==> config.mk <==
export PLATFORM = sky130hd
export DESIGN_NAME = nfc_atom_cal_flat
export DESIGN_NICKNAME = d
export VERILOG_FILES = /design/src/rtl/nfc_pkg.sv /design/src/rtl/nfc_atom_cal_if.sv /design/src/rtl/nfc_cycle_timer.sv /design/src/rtl/nfc_atom_cal.sv /design/src/flat_wrapper.sv
export SDC_FILE = /design/constraint.sdc
export NUM_CORES = 1
export LEC_CHECK = 0
export ABC_AREA = 1
export BUFFER_PORTS_ARGS = -buffer_cell sky130_fd_sc_hd__buf_4
export CAP_MARGIN = 0
export CORE_UTILIZATION = 45
export CTS_CLUSTER_DIAMETER = 50
export DETAILED_ROUTE_END_ITERATION = 6
export GPL_ROUTABILITY_DRIVEN = 0
export HOLD_SLACK_MARGIN = 0.12
export PLACE_DENSITY_LB_ADDON = 0.3
export SLEW_MARGIN = 20
export SYNTH_ARGS = -nofsm -noshare
export SYNTH_HDL_FRONTEND = slang
export SYNTH_HIERARCHICAL = 1
export SYNTH_SLANG_ARGS = --single-unit
==> constraint.sdc <==
create_clock -name iSystemClock -period 2.4 [get_ports iSystemClock]
set_input_delay 0.24 -clock iSystemClock [delete_from_list [all_inputs] [get_ports iSystemClock]]
set_output_delay 0.24 -clock iSystemClock [all_outputs]
set_load 0.05 [all_outputs]
==> src/rtl/nfc_pkg.sv <==
// Shared definitions for the NAND flash controller atoms: one-hot FSM encoding,
// command/address byte limits and ACG command bit positions.
package nfc_pkg;

  localparam logic [5:0] ST_IDLE    = 6'b000001;
  localparam logic [5:0] ST_SETUP   = 6'b000010;
  localparam logic [5:0] ST_WE_LOW  = 6'b000100;
  localparam logic [5:0] ST_WE_HIGH = 6'b001000;
  localparam logic [5:0] ST_HOLD    = 6'b010000;
  localparam logic [5:0] ST_DONE    = 6'b100000;

  localparam int unsigned NFC_CA_MAX_BYTES = 5;

  localparam int unsigned ACG_CAL = 6;
  localparam int unsigned ACG_DOA = 5;

  // A command is always one byte; an address is clamped to 1..NFC_CA_MAX_BYTES.
  function automatic logic [2:0] nfc_ca_byte_count(input logic cas, input logic [15:0] num);
    logic [2:0] n;
    if (cas || num == 16'd0) n = 3'd1;
    else if (num > 16'(NFC_CA_MAX_BYTES)) n = 3'(NFC_CA_MAX_BYTES);
    else n = num[2:0];
    return n;
  endfunction

endpackage

==> src/rtl/nfc_atom_cal_if.sv <==
// Sequencer-facing handshake and NAND bus signals of the command/address latch atom.
interface nfc_atom_cal_if #(
  parameter int unsigned NumberOfWays = 4
) ();

  logic                    iStart;
  logic [NumberOfWays-1:0] iTargetWay;
  logic [15:0]             iNumOfData;
  logic                    iCASelect;
  logic [39:0]             iCAData;
  logic                    oReady;
  logic                    oLastStep;
  logic                    oError;
  logic [NumberOfWays-1:0] oNAND_CEn;
  logic                    oNAND_CLE;
  logic                    oNAND_ALE;
  logic                    oNAND_WEn;
  logic [7:0]              oNAND_DQ;
  logic                    oNAND_DQOE;

  modport master (
    output iStart, iTargetWay, iNumOfData, iCASelect, iCAData,
    input  oReady, oLastStep, oError, oNAND_CEn, oNAND_CLE, oNAND_ALE,
           oNAND_WEn, oNAND_DQ, oNAND_DQOE
  );

  modport slave (
    input  iStart, iTargetWay, iNumOfData, iCASelect, iCAData,
    output oReady, oLastStep, oError, oNAND_CEn, oNAND_CLE, oNAND_ALE,
           oNAND_WEn, oNAND_DQ, oNAND_DQOE
  );

endinterface

==> src/rtl/nfc_cycle_timer.sv <==
// Loadable 4-bit down-counter; done is high while the count sits at zero.
module nfc_cycle_timer (
  input  logic       clk_i,
  input  logic       rst_i,
  input  logic       load_i,
  input  logic [3:0] load_val_i,
  output logic [3:0] count_o,
  output logic       done_o
);

  logic [3:0] cnt_q;

  always_ff @(posedge clk_i) begin
    if (rst_i)              cnt_q <= '0;
    else if (load_i)        cnt_q <= load_val_i;
    else if (cnt_q != 4'd0) cnt_q <= cnt_q - 4'd1;
  end

  assign count_o = cnt_q;
  assign done_o  = (cnt_q == 4'd0);

endmodule

==> src/rtl/nfc_atom_cal.sv <==
// NAND command/address latch atom: issues one CLE byte or 1..5 ALE bytes per start.
// Optional way check: define NFC_CAL_ONEHOT_CHECK_EN to reject non-one-hot iTargetWay.
module nfc_atom_cal
  import nfc_pkg::*;
#(
  parameter int unsigned NumberOfWays = 4,
  parameter int unsigned SetupCycles  = 2,
  parameter int unsigned WpCycles     = 2,
  parameter int unsigned WhCycles     = 2,
  parameter int unsigned HoldCycles   = 2
) (
  input  logic           iSystemClock,
  input  logic           iReset,
  nfc_atom_cal_if.slave  bus
);

  localparam logic [3:0] SETUP_LD = 4'(SetupCycles - 1);
  localparam logic [3:0] WP_LD    = 4'(WpCycles - 1);
  localparam logic [3:0] WH_LD    = 4'(WhCycles - 1);
  localparam logic [3:0] HOLD_LD  = 4'(HoldCycles - 1);

  logic [5:0]              state_q, state_d;
  logic [NumberOfWays-1:0] way_q, way_d;
  logic                    cas_q, cas_d;
  logic [2:0]              bytes_q, bytes_d;
  logic [39:0]             ca_q, ca_d;
  logic [7:0]              dq_q, dq_d;

  logic                    tmr_load, tmr_done;
  logic [3:0]              tmr_load_val, tmr_count;
  logic                    active_d;

  logic                    ready_q, last_q, cle_q, ale_q, wen_q, dqoe_q;
  logic [NumberOfWays-1:0] cen_q;

  nfc_cycle_timer u_timer (
    .clk_i      (iSystemClock),
    .rst_i      (iReset),
    .load_i     (tmr_load),
    .load_val_i (tmr_load_val),
    .count_o    (tmr_count),
    .done_o     (tmr_done)
  );

  always_comb begin
    state_d = state_q;
    way_d   = way_q;
    cas_d   = cas_q;
    bytes_d = bytes_q;
    ca_d    = ca_q;
    dq_d    = dq_q;
    case (state_q)
      ST_IDLE: if (bus.iStart) begin
        way_d   = bus.iTargetWay;
        cas_d   = bus.iCASelect;
        bytes_d = nfc_ca_byte_count(bus.iCASelect, bus.iNumOfData);
        ca_d    = {bus.iCAData[31:0], 8'h00};
        dq_d    = bus.iCAData[39:32];
        state_d = ST_SETUP;
`ifdef NFC_CAL_ONEHOT_CHECK_EN
        if (!$onehot(bus.iTargetWay)) begin
          dq_d    = '0;
          state_d = ST_DONE;
        end
`endif
      end
      ST_SETUP: if (tmr_done) state_d = ST_WE_LOW;
      ST_WE_LOW: if (tmr_done) begin
        if (bytes_q > 3'd1) begin
          bytes_d = bytes_q - 3'd1;
          state_d = ST_WE_HIGH;
        end else begin
          bytes_d = '0;
          state_d = ST_HOLD;
        end
      end
      ST_WE_HIGH: begin
        // Next byte lands one cycle after the WEn rise so DQ is stable across it.
        if (tmr_count == WH_LD) begin
          dq_d = ca_q[39:32];
          ca_d = {ca_q[31:0], 8'h00};
        end
        if (tmr_done) state_d = ST_WE_LOW;
      end
      ST_HOLD: if (tmr_done) begin
        dq_d    = '0;
        state_d = ST_DONE;
      end
      ST_DONE: state_d = ST_IDLE;
      default: begin
        dq_d    = '0;
        state_d = ST_IDLE;
      end
    endcase
  end

  always_comb begin
    tmr_load = (state_d != state_q);
    case (state_d)
      ST_SETUP:   tmr_load_val = SETUP_LD;
      ST_WE_LOW:  tmr_load_val = WP_LD;
      ST_WE_HIGH: tmr_load_val = WH_LD;
      ST_HOLD:    tmr_load_val = HOLD_LD;
      default:    tmr_load_val = '0;
    endcase
  end

  assign active_d = (state_d == ST_SETUP) || (state_d == ST_WE_LOW) ||
                    (state_d == ST_WE_HIGH) || (state_d == ST_HOLD);

  always_ff @(posedge iSystemClock) begin
    if (iReset) begin
      state_q <= ST_IDLE;
      way_q   <= '0;
      cas_q   <= 1'b0;
      bytes_q <= '0;
      ca_q    <= '0;
      dq_q    <= '0;
      ready_q <= 1'b1;
      last_q  <= 1'b0;
      cen_q   <= '1;
      cle_q   <= 1'b0;
      ale_q   <= 1'b0;
      wen_q   <= 1'b1;
      dqoe_q  <= 1'b0;
    end else begin
      state_q <= state_d;
      way_q   <= way_d;
      cas_q   <= cas_d;
      bytes_q <= bytes_d;
      ca_q    <= ca_d;
      dq_q    <= dq_d;
      ready_q <= (state_d == ST_IDLE);
      last_q  <= (state_d == ST_DONE);
      cen_q   <= active_d ? ~way_d : '1;
      cle_q   <= active_d & cas_d;
      ale_q   <= active_d & ~cas_d;
      wen_q   <= (state_d != ST_WE_LOW);
      dqoe_q  <= active_d;
    end
  end

`ifdef NFC_CAL_ONEHOT_CHECK_EN
  logic err_q;
  always_ff @(posedge iSystemClock) begin
    if (iReset) err_q <= 1'b0;
    else        err_q <= (state_q == ST_IDLE) && bus.iStart && !$onehot(bus.iTargetWay);
  end
  assign bus.oError = err_q;
`else
  assign bus.oError = 1'b0;
`endif

  assign bus.oReady     = ready_q;
  assign bus.oLastStep  = last_q;
  assign bus.oNAND_CEn  = cen_q;
  assign bus.oNAND_CLE  = cle_q;
  assign bus.oNAND_ALE  = ale_q;
  assign bus.oNAND_WEn  = wen_q;
  assign bus.oNAND_DQ   = dq_q;
  assign bus.oNAND_DQOE = dqoe_q;

endmodule

==> src/flat_wrapper.sv <==
// flat-port wrapper written by rule: the top's interface ports become plain ports
module nfc_atom_cal_flat import nfc_pkg::*;
#(
  parameter int unsigned NumberOfWays = 4,
  parameter int unsigned SetupCycles  = 2,
  parameter int unsigned WpCycles     = 2,
  parameter int unsigned WhCycles     = 2,
  parameter int unsigned HoldCycles   = 2
)
  (iSystemClock, iReset, bus_iStart, bus_iTargetWay, bus_iNumOfData, bus_iCASelect, bus_iCAData, bus_oReady, bus_oLastStep, bus_oError, bus_oNAND_CEn, bus_oNAND_CLE, bus_oNAND_ALE, bus_oNAND_WEn, bus_oNAND_DQ, bus_oNAND_DQOE);
  nfc_atom_cal_if #(.NumberOfWays(NumberOfWays)) bus_i ();
  input  logic iSystemClock;
  input  logic iReset;
  input wire logic [$bits(bus_i.iStart)-1:0] bus_iStart;
  input wire logic [$bits(bus_i.iTargetWay)-1:0] bus_iTargetWay;
  input wire logic [$bits(bus_i.iNumOfData)-1:0] bus_iNumOfData;
  input wire logic [$bits(bus_i.iCASelect)-1:0] bus_iCASelect;
  input wire logic [$bits(bus_i.iCAData)-1:0] bus_iCAData;
  output wire logic [$bits(bus_i.oReady)-1:0] bus_oReady;
  output wire logic [$bits(bus_i.oLastStep)-1:0] bus_oLastStep;
  output wire logic [$bits(bus_i.oError)-1:0] bus_oError;
  output wire logic [$bits(bus_i.oNAND_CEn)-1:0] bus_oNAND_CEn;
  output wire logic [$bits(bus_i.oNAND_CLE)-1:0] bus_oNAND_CLE;
  output wire logic [$bits(bus_i.oNAND_ALE)-1:0] bus_oNAND_ALE;
  output wire logic [$bits(bus_i.oNAND_WEn)-1:0] bus_oNAND_WEn;
  output wire logic [$bits(bus_i.oNAND_DQ)-1:0] bus_oNAND_DQ;
  output wire logic [$bits(bus_i.oNAND_DQOE)-1:0] bus_oNAND_DQOE;
  assign bus_i.iStart = bus_iStart;
  assign bus_i.iTargetWay = bus_iTargetWay;
  assign bus_i.iNumOfData = bus_iNumOfData;
  assign bus_i.iCASelect = bus_iCASelect;
  assign bus_i.iCAData = bus_iCAData;
  assign bus_oReady = bus_i.oReady;
  assign bus_oLastStep = bus_i.oLastStep;
  assign bus_oError = bus_i.oError;
  assign bus_oNAND_CEn = bus_i.oNAND_CEn;
  assign bus_oNAND_CLE = bus_i.oNAND_CLE;
  assign bus_oNAND_ALE = bus_i.oNAND_ALE;
  assign bus_oNAND_WEn = bus_i.oNAND_WEn;
  assign bus_oNAND_DQ = bus_i.oNAND_DQ;
  assign bus_oNAND_DQOE = bus_i.oNAND_DQOE;
  nfc_atom_cal #(.NumberOfWays(NumberOfWays), .SetupCycles(SetupCycles), .WpCycles(WpCycles), .WhCycles(WhCycles), .HoldCycles(HoldCycles)) u_core (.iSystemClock(iSystemClock), .iReset(iReset), .bus(bus_i));
endmodule
==> impl_metrics.tcl <==
set metrics [dict create \
    vdd.ir_drop.worst_v 0.000401 \
    status "complete, no violations" \
    detailedRoute.firstPassIterationCount 5 \
    critPathRequiredTime_ns 2.67 \
    timing.setup.critical_path_class "register to register" \
    grt_max_degree 53 \
    clockRootBuffer "clkbuf_8" \
    num-nets-final 620 \
    layout-area-overhead-vs-synth_pct 28.4 \
    min_path_type "input pin to register" \
    clock_skew_ns 0.00912 \
    timing.final.max_slew_violations 0 \
    dieHeight_um 87.9 \
    fmaxAchievable_mhz 469 \
    cts_bufs_inserted 9 \
    setup_viol 0 \
    rsz0062_at_grt "false" \
    worst_skew_pair_latency_ns 0.34 \
    drt.antenna.violating_nets 0 \
    die_area_mm2 0.00773 \
    finalNonFillerCells 654 \
    synth.ff_latch_count 68 \
    number_of_warnings_issued_by_yosys 6 \
    postRouteWirelength_mm 7.37 \
    globalRouteTotalUtil_pct 20.8 \
    synth_area_per_cell_um2 7.01 \
    clkSinkCount 68 \
    ctsHoldBuffers 0 \
    synth_area_mm2 0.00332 \
    power_per_cell_area_mw_per_mm2 785 \
    finalWorstPathRequiredPeriod_ns 2.13 \
    design_power_total_uw 3350 \
    critical_path_arrival_ns 2.41 \
    drcViolationCount 0 \
    fp.coreArea_mm2 0.00694 \
    via_count_of_the_first_global_routing_pass 2899 \
    antenna_cells_inserted 0 \
    timing.final.ws_setup_ns 0.267 \
    grt_first_pass_wirelength_mm 12.6 \
    cts_h_tree_lvls 3 \
    max_cap_violations 0 \
    cts_tree "built" \
    effective_utilization_at_floorplan_pct 47.8 \
    placementRows 30 \
    synth-seq-area-share_pct 41.0 \
    avgViaCountPerCell 4.84 \
    dp_hpwl_mm 5.33 \
    max_buffers_root_to_sink 2 \
    port_buffers 81 \
    leakage_power_summed_over_all_cells_uw 0.00203 \
    ios 83 \
    finalCritPeriodShare_pct 88.9 \
    dp_cells 638 \
    vias 3167 \
    worstSetupEndpointType "register" \
    pre_cts_ws_ns 0.0213 \
    die-width_um 87.9 \
    clk_pin_slew_worst_paths_ns 0.08 \
    critical_path_peak_fanout 7 \
    synth_cells 474 \
    initialDrtViolationCount 200 \
    grt_overflow 0 \
    fin_setup_tns_ns 0 \
    hold_viol 0 \
    grt_antenna_before_repair 0 \
    final_layout_size_suffix_gt1_share_pct 22.4 \
    wl_cell_um 11.3 \
    number_of_unique_standard_cell_types_used_by_synthesis 33 \
    timing.critical_path.from_type "register" \
]
critical path, cell delays in order (launching register included):
cell and delay (ns):
dfxtp_1 0.34, inv_1 0.10, ha_1 0.27, nand2_1 0.14
nor2_4 0.18, inv_1 0.11, nand2_1 0.09, nand2_1 0.09
a211oi_2 0.24, buf_4 0.19, nand2_1 0.05, o21ai_0 0.07
nand2_1 0.08, a21oi_1 0.11
per-stage QoR:
| stage | cell area, um^2 | hold WS (ns) | utilization [%] |
|---|---|---|---|
| detailed placement | 3980 | 0.439 | 57.4 |
| global route | 4270 | 0.162 | 61.4 |
| finish | 4270 | 0.172 | 61.4 |
| CTS | 4260 | 0.159 | 61.3 |
| global placement | 3980 | 0.435 | 57.4 |
| floorplan | 3330 | 0.309 | - |
power breakdown:
group          internal (uW)  switching, uW  leakage, uW
Clock                    804            446     0.000134
Combinational            294            488      0.00133
Sequential              1260           57.5     0.000562
Total                   2360            991      0.00203
what timing repair did:
item / 4_1_cts / 5_1_grt
gates resized for setup: 1 / 2
endpoints found under the hold margin: 0 / 0
setup buffers: 0 / 0
setup endpoints to repair: 2 / 4
per-layer routing:
| layer | GRT usage (%) | routed length (um) | vias up |
|---|---|---|---|
| met5 | 0 | 0 | - |
| met2 | 35.0 | 3590 | 76 |
| li1 | - | - | 1683 |
| met4 | 5.51 | 38 | 0 |
| met1 | 25.8 | 3380 | 1404 |
| met3 | 6.50 | 369 | 4 |
synthesized netlist by cell type:
library cell / number / area [um^2]
nor3_1: 1 / 5.00
inv_1: 53 / 199
inv_4: 1 / 6.26
buf_6: 4 / 45.0
a21oi_1: 49 / 245
xnor2_1: 1 / 8.76
nand4_1: 13 / 81.3
o21ai_4: 1 / 16.3
o21ai_1: 11 / 55.1
inv_2: 3 / 11.3
nand3_4: 2 / 35.0
o21ai_0: 48 / 240
a21boi_4: 1 / 18.8
buf_4: 2 / 15.0
conb_1: 1 / 3.75
nand3_2: 2 / 20.0
dfxtp_1: 68 / 1360
nand3b_1: 9 / 67.6
clkbuf_1: 6 / 22.5
a211oi_1: 1 / 7.51
ha_1: 3 / 37.5
o311ai_0: 2 / 17.5
or2_2: 1 / 6.26
nand2_4: 1 / 11.3
nor3_4: 1 / 16.3
buf_2: 9 / 45.0
nor2_2: 4 / 25.0
nor3_2: 1 / 10.0
nor2_4: 3 / 33.8
nand2_1: 115 / 432
nor2_1: 51 / 191
nand3_1: 5 / 25.0
or2_0: 1 / 6.26
placed cells by master (no fill, tap or decap), drive strengths merged:
| cell type | count |
|---|---|
| xnor2 | 1 |
| dfxtp | 68 |
| conb | 4 |
| o21ai | 60 |
| or2 | 2 |
| a21boi | 1 |
| clkinv | 1 |
| o311ai | 2 |
| nand3b | 9 |
| nor3 | 3 |
| clkbuf | 9 |
| nor2 | 58 |
| ha | 3 |
| nand3 | 9 |
| inv | 59 |
| a211oi | 1 |
| nand2 | 116 |
| a21oi | 49 |
| nand4 | 13 |
| buf | 86 |
| bufinv | 4 |
worst paths after layout:
check	end	slack, ns	start	cells after the start
min reg2reg	u_core/ca_q[18]$_SDFFE_PP0P_	0.45	u_core/ca_q[18]$_SDFFE_PP0P_	2
max	u_core/u_timer/count_o[0]$_SDFFE_PP0P_	0.27	u_core/u_timer/count_o[0]$_SDFFE_PP0P_	13
min	u_core/ca_q[14]$_SDFFE_PP0P_	0.17	bus_iCAData[6]	3
max reg2reg	u_core/u_timer/count_o[0]$_SDFFE_PP0P_	0.27	u_core/u_timer/count_o[0]$_SDFFE_PP0P_	13
cell families after synthesis:
kind of cell | Yosys count | share of synthesized area, %
xor gates and xnor gates | 1 | 0.264
AOI/OAI and AO/OA | 113 | 18.1
buffers and inverters | 78 | 10.4
other | 1 | 0.113
and+or+nand+nor | 210 | 29.1
adders and majority gates | 3 | 1.13
DFF | 68 | 41.0
cell type report:
| class | count | area, um^2 |
|---|---|---|
| Fill cell | 649 | 2680 |
| Multi-Input combinational cell | 331 | 1640 |
| Sequential cell | 68 | 1360 |
| Timing Repair Buffer | 86 | 658 |
| Inverter | 57 | 216 |
| Clock inverter | 7 | 146 |
| Clock buffer | 9 | 124 |
| Tap cell | 96 | 120 |
registers in the layout, indices dropped and copies added (netlist names), 3 cells and up:
name,count
u_core/bus.oNAND_DQ,8
u_core/bytes_q,3
u_core/ca_q,32
u_core/u_timer/count_o,4
u_core/state_q,6
u_core/way_q,4
u_core/bus.oNAND_CEn,4
(Power assumes the default switching activity.)
